**src/rtl/decoder_pkg.sv**
```systemverilog
// Shared state encoding, widths and the code-to-one-hot mapping for decoder_2to4_pulse.
package decoder_pkg;

    localparam logic [1:0] ST_IDLE = 2'd0;
    localparam logic [1:0] ST_HOLD = 2'd1;
    localparam logic [1:0] ST_GAP  = 2'd2;

    localparam int CNT_W = 8;
    localparam int TMR_W = 8;

    typedef enum logic [1:0] {
        S_IDLE = ST_IDLE,
        S_HOLD = ST_HOLD,
        S_GAP  = ST_GAP
    } state_e;

    function automatic logic [3:0] onehot2to4(input logic [1:0] code);
        return 4'b0001 << code;
    endfunction

endpackage

```
**src/rtl/decoder_2to4_pulse_pulse_timer.sv**
```systemverilog
// 8-bit loadable down-counter; stops at zero and flags it. Shared by the HOLD and GAP phases.
module pulse_timer (
    input  logic       clk,
    input  logic       rst,
    input  logic       load,
    input  logic [7:0] load_value,
    output logic       zero
);

    logic [7:0] count;

    always_ff @(posedge clk or posedge rst) begin
        if (rst) begin
            count <= 8'd0;
        end else if (load) begin
            count <= load_value;
        end else if (count != 8'd0) begin
            count <= count - 8'd1;
        end
    end

    assign zero = (count == 8'd0);

endmodule

```
**src/rtl/decoder_2to4_pulse.sv**
```systemverilog
// Registered 2-to-4 one-hot decoder: accepts a code on valid&&ready, holds the one-hot
// line for HOLD cycles, then stays quiet for GAP cycles before accepting the next code.
module decoder_2to4_pulse
    import decoder_pkg::*;
#(
    parameter int HOLD = 4,
    parameter int GAP  = 1
) (
    input  logic             clk,
    input  logic             rst,
    input  logic             in_valid,
    input  logic [1:0]       in_code,
    output logic             in_ready,
    output logic [3:0]       d,
    output logic             d_valid,
    output logic [CNT_W-1:0] dec_cnt
);

    generate
        if (HOLD < 1 || HOLD > 255) begin : g_bad_hold
            $error("decoder_2to4_pulse: HOLD must be in 1..255");
        end
        if (GAP < 0 || GAP > 255) begin : g_bad_gap
            $error("decoder_2to4_pulse: GAP must be in 0..255");
        end
    endgenerate

    localparam logic [TMR_W-1:0] HOLD_M1 = TMR_W'(HOLD - 1);
    localparam logic [TMR_W-1:0] GAP_M1  = (GAP > 0) ? TMR_W'(GAP - 1) : '0;
    localparam bit               HAS_GAP = (GAP > 0);

    state_e           state, state_n;
    logic [3:0]       d_n;
    logic             d_valid_n;
    logic [CNT_W-1:0] dec_cnt_n;
    logic             tmr_load;
    logic [TMR_W-1:0] tmr_value;
    logic             tmr_zero;

    pulse_timer u_timer (
        .clk        (clk),
        .rst        (rst),
        .load       (tmr_load),
        .load_value (tmr_value),
        .zero       (tmr_zero)
    );

    always_ff @(posedge clk or posedge rst) begin
        if (rst) begin
            state   <= S_IDLE;
            d       <= 4'b0000;
            d_valid <= 1'b0;
            dec_cnt <= '0;
        end else begin
            state   <= state_n;
            d       <= d_n;
            d_valid <= d_valid_n;
            dec_cnt <= dec_cnt_n;
        end
    end

    always_comb begin
        state_n   = state;
        d_n       = d;
        d_valid_n = d_valid;
        dec_cnt_n = dec_cnt;
        tmr_load  = 1'b0;
        tmr_value = '0;
        case (state)
            S_IDLE: begin
                if (in_valid) begin
                    d_n       = onehot2to4(in_code);
                    d_valid_n = 1'b1;
                    dec_cnt_n = dec_cnt + CNT_W'(1);
                    tmr_load  = 1'b1;
                    tmr_value = HOLD_M1;
                    state_n   = S_HOLD;
                end
            end
            S_HOLD: begin
                if (tmr_zero) begin
                    d_n       = 4'b0000;
                    d_valid_n = 1'b0;
                    if (HAS_GAP) begin
                        tmr_load  = 1'b1;
                        tmr_value = GAP_M1;
                        state_n   = S_GAP;
                    end else begin
                        state_n = S_IDLE;
                    end
                end
            end
            S_GAP: begin
                d_n       = 4'b0000;
                d_valid_n = 1'b0;
                if (tmr_zero) begin
                    state_n = S_IDLE;
                end
            end
            // Unreachable encoding: drop any pulse and return to accepting codes.
            default: begin
                d_n       = 4'b0000;
                d_valid_n = 1'b0;
                state_n   = S_IDLE;
            end
        endcase
    end

    // Handshake: a code transfers on a rising edge where in_valid && in_ready; the
    // source keeps in_code stable until then, and in_valid while not ready is dropped.
    assign in_ready = (state == S_IDLE);

endmodule

```
**config.mk**
```make
export PLATFORM = sky130hd
export DESIGN_NAME = decoder_2to4_pulse
export DESIGN_NICKNAME = d
export VERILOG_FILES = /design/src/rtl/decoder_pkg.sv /design/src/rtl/decoder_2to4_pulse_pulse_timer.sv /design/src/rtl/decoder_2to4_pulse.sv
export SDC_FILE = /design/constraint.sdc
export NUM_CORES = 1
export LEC_CHECK = 0
export ABC_AREA = 1
export CAP_MARGIN = 20
export CELL_PAD_IN_SITES_DETAIL_PLACEMENT = 2
export CELL_PAD_IN_SITES_GLOBAL_PLACEMENT = 2
export CORE_ASPECT_RATIO = 1.25
export CORE_MARGIN = 4
export CORE_UTILIZATION = 31
export CTS_CLUSTER_SIZE = 10
export DETAILED_ROUTE_END_ITERATION = 10
export PLACE_DENSITY_LB_ADDON = 0.1
export REMOVE_ABC_BUFFERS = 1
export SLEW_MARGIN = 20
export SYNTH_ARGS = -nofsm -noshare
export SYNTH_HDL_FRONTEND = slang
export SYNTH_HIERARCHICAL = 1
export SYNTH_SLANG_ARGS = --single-unit
```
**constraint.sdc**
```tcl
create_clock -name clk -period 2 [get_ports clk]
set_input_delay 0.4 -clock clk [delete_from_list [all_inputs] [get_ports clk]]
set_output_delay 0.4 -clock clk [all_outputs]
set_load 0.1 [all_outputs]
```
==> results.md <==
- Vias in the first global route: between 1,000 and 1,500
- Top achievable clock speed: ~560 MHz
- Post-DRT Antenna Nets: 0
- Maximum number of pins on one net before global-route repair: 16
- Worst reg2reg path depth: 10
- Detailed-route vias per instance: around 4.5
- Area taken by flip-flops and latches: around 580 um2
- Worst-path maximum fanout: 6
- R2R Path Start: u_timer/count[0]
- FP Rows: 26
- Number of buffers inserted during clock tree synthesis: 3
- Power Dens Cells: approximately 1600 nW/um2
- Final Max Slew Viols: 0
- Element type at the critical path end: flip-flop
- Routed length per instance: approximately 13 um
- Final cycle utilization of the critical path: 0.890
- Number of flip-flops and latches in the synthesized netlist: 23
- Total length of routed met3 wires: approximately 60 um
- Fillcell total: roughly 470
- Share of final-layout standard cells stronger than drive strength 1: 0.219
- Mean area per synthesized cell: slightly above 8 um2
- Kind of critical path: flip-flop to flip-flop
- Clock-pin transition on the worst setup and hold timing paths: around 0.08 ns
- Count of unique library cells instantiated by Yosys: 21
- Die W: between 60 and 70 um
- PostCTS Resize Cnt: 0
- Setup slack of the critical path after layout: around 0.22 ns
- Die Height: approximately 80 um
- CTS root buffer: sky130_fd_sc_hd__clkbuf_8
- Port bufs: 18
- Number of clock sinks: 23
- Slew at the pin with the worst max-slew slack: around 0.63 ns
- Worst min-delay path class: input port to async pin
- Worst hold slack across all endpoints: around 0.42 ns
- Relative contribution of combinational cells to total power: 0.574
- Net switching power: approximately 0.0014 W
- Arrival time at the worst endpoint: 1.94 ns
- Status: completed
- Required time worst endpoint: ~2.2 ns
- Number of antenna cells inserted: 0
- 1st-pass router iterations: 2
- First-pass GRT wire length: 5.95 mm
- Deepest clock path buffer count: 2
- Number of instances in the synthesized netlist: 161
- Area Growth Syn to Fin: 25.7%
- H-tree Lvls: 1
- Final count of hold timing violations: 0
- Area inside the core boundary: approximately 4100 um2
- Initial detailed-routing violation count: 25
- Kind of launch point of the worst setup path: flip-flop
- Post-detailed-routing wire length: 3.31 mm
- Final worst path period need: 1.78 ns
- TritonCTS clock tree: built
- Worst reg2reg path endpoint: u_timer/count[0]
- Worst setup slack after placement: approximately 0.22 ns
- DRC viols: 0
- Total internal power: 0.00118 W
- Worst slew margin: 0.580
- Via count of the routed design: between 1,000 and 1,500
- Count of non-filler cells in the finished layout: 248
- Max layer used: met4
- Max_cap viols: 0
- Leakage dissipation: 0.880 nW
- Number of warnings issued by yosys: 6
- Part of the Yosys area used for sequential elements: 0.443
- Dpl hpwl: approximately 2.8 mm
- Die Outline Area: around 5300 um2
- Starting Density: 0.320
- Worst Clk Skew: between 0.002 and 0.003 ns
- Top Ports: 19
- GP Congestion: approximately 0.74
- Summed instance area of the synthesized netlist: between 1000 and 1500 um2
- Net count of the finished layout: 200
- Count of final setup violators: 0
- Total setup buffers inserted after CTS: 0
- Routed wire length on met2: ~2 mm
- Grt total ovfl: 0
- Sequential group share of total power: 0.311
- Maximum VDD drop: 902 uV
- Final total negative setup slack: 0 ns
- Total global routing track utilization: 0.146
- Reg-to-reg setup timing slack: roughly 0.22 ns
- Unrepaired setup endpoints after global routing: no
- Area taken by multi-input logic gates: 642 um2
- Antenna violations before repair: 0
- Clock latency on the worst-skew pair: roughly 0.26 ns
- Metal1 wirelength: approximately 1.2 mm
- Total placed cells including tap cells: around 240
- Part of the power in the clock network: 0.115
- Hold buffers post-CTS: 0
- Switching power as a share of total power: 0.535
[how the worst max path moves through the flow]
stage / endpoint / slack (ns) / startpoint
finish: u_timer/count[0] / 0.22 / u_timer/count[0]
global route: u_timer/count[0] / 0.06 / u_timer/count[0]
CTS: u_timer/count[0] / 0.19 / u_timer/count[0]
detailed placement: u_timer/count[0] / 0.22 / u_timer/count[0]
global placement: u_timer/count[0] / 0.31 / u_timer/count[0]
floorplan: u_timer/count[4] / 0.11 / state[0]
[layer usage]
layer	global-route usage	vias up
met5	0	-
met3	0.0182	5
li1	-	543
met4	0.0311	0
met1	0.158	558
met2	0.293	11
[per-stage QoR]
stage / total power, W / utilization / instance area (um2)
6_report: 0.00255 / 0.402 / 1630
5_1_grt: 0.00275 / 0.402 / 1630
4_1_cts: 0.00259 / 0.402 / 1630
3_5_place_dp: 0.00229 / 0.391 / 1590
3_3_place_gp: 0.00224 / 0.391 / 1590
2_1_floorplan: 0.00189 / - / 1310
[synth_stat cells]
master                    count  area [um2]
sky130_fd_sc_hd__nand2_1     52         195
sky130_fd_sc_hd__dfrtp_1     23         576
sky130_fd_sc_hd__inv_1       22        82.6
sky130_fd_sc_hd__nand3_1     17        85.1
sky130_fd_sc_hd__nor2_1      10        37.5
sky130_fd_sc_hd__nor2_4       6        67.6
sky130_fd_sc_hd__o21ai_0      5        25.0
sky130_fd_sc_hd__nand2_4      4        45.0
sky130_fd_sc_hd__xor2_1       4        35.0
sky130_fd_sc_hd__inv_2        3        11.3
sky130_fd_sc_hd__ha_1         2        25.0
sky130_fd_sc_hd__o21ai_1      2        10.0
sky130_fd_sc_hd__o21ai_2      2        17.5
sky130_fd_sc_hd__xnor2_1      2        17.5
sky130_fd_sc_hd__buf_4        1        7.51
sky130_fd_sc_hd__conb_1       1        3.75
sky130_fd_sc_hd__nand2_2      1        6.26
sky130_fd_sc_hd__nand3_2      1        10.0
sky130_fd_sc_hd__nor2_2       1        6.26
sky130_fd_sc_hd__nor2_8       1        20.0
sky130_fd_sc_hd__o21ai_4      1        16.3
[critical path, stage by stage, from the launching register on]
cell and delay [ns]:
sky130_fd_sc_hd__dfrtp_1 0.38, sky130_fd_sc_hd__inv_1 0.12, sky130_fd_sc_hd__ha_1 0.23, sky130_fd_sc_hd__nand2_4 0.09
sky130_fd_sc_hd__nor2_8 0.16, sky130_fd_sc_hd__nand3_1 0.13, sky130_fd_sc_hd__nand2_1 0.18, sky130_fd_sc_hd__buf_4 0.16
sky130_fd_sc_hd__o21ai_0 0.08, sky130_fd_sc_hd__nand2_1 0.09, sky130_fd_sc_hd__o21ai_2 0.06
[area by class of cell]
cell class                      instances  area share
Timing Repair Buffer                   23       0.127
Tap cell                               56      0.0429
Clock buffer                            4      0.0276
Multi-Input combinational cell        117       0.393
Sequential cell                        23       0.352
Inverter                               25      0.0574
[flip-flops by register name (all words and copies together) (netlist names)]
signal         cells
d                  4
d_valid            1
dec_cnt            8
state              2
u_timer/count      8
[placed cells by master, fill, tap and decap left out, types with 3 or more instances in the layout]
cell type | Yosys | layout
sky130_fd_sc_hd__nand3_1 | 17 | 17
sky130_fd_sc_hd__conb_1 | 1 | 6
sky130_fd_sc_hd__clkdlybuf4s50_1 | 0 | 4
sky130_fd_sc_hd__inv_1 | 22 | 22
sky130_fd_sc_hd__xor2_1 | 4 | 4
sky130_fd_sc_hd__nor2_4 | 6 | 6
sky130_fd_sc_hd__nand2_4 | 4 | 4
sky130_fd_sc_hd__clkbuf_8 | 0 | 3
sky130_fd_sc_hd__o21ai_0 | 5 | 5
sky130_fd_sc_hd__buf_4 | 1 | 17
sky130_fd_sc_hd__nand2_1 | 52 | 52
sky130_fd_sc_hd__dfrtp_1 | 23 | 23
sky130_fd_sc_hd__inv_2 | 3 | 3
sky130_fd_sc_hd__nor2_1 | 10 | 10
[power by group through the flow]
stage | Clock [W] | Combinational [W] | Sequential [W]
after global placement | 0 | 0.00144 | 0.000795
final | 0.000292 | 0.00146 | 0.000792
after CTS | 0.000302 | 0.00149 | 0.000801
after global routing | 0.000319 | 0.00160 | 0.000830
after detailed placement | 0 | 0.00148 | 0.000808
after floorplan | 0 | 0.000633 | 0.00125
[cell families (layout without fill, tap and decap cells)]
family / Yosys count / after routing / synth area share
AND/OR/NAND/NOR: 93 / 93 / 0.364
buffers and inverters: 26 / 52 / 0.0780
flip-flops: 23 / 23 / 0.443
AO/OA/AOI/OAI: 10 / 10 / 0.0529
XOR/XNOR: 6 / 6 / 0.0404
adder cells (fa/ha/maj): 2 / 2 / 0.0192
other: 1 / 6 / 0.00288
(Power assumes the default switching activity.)
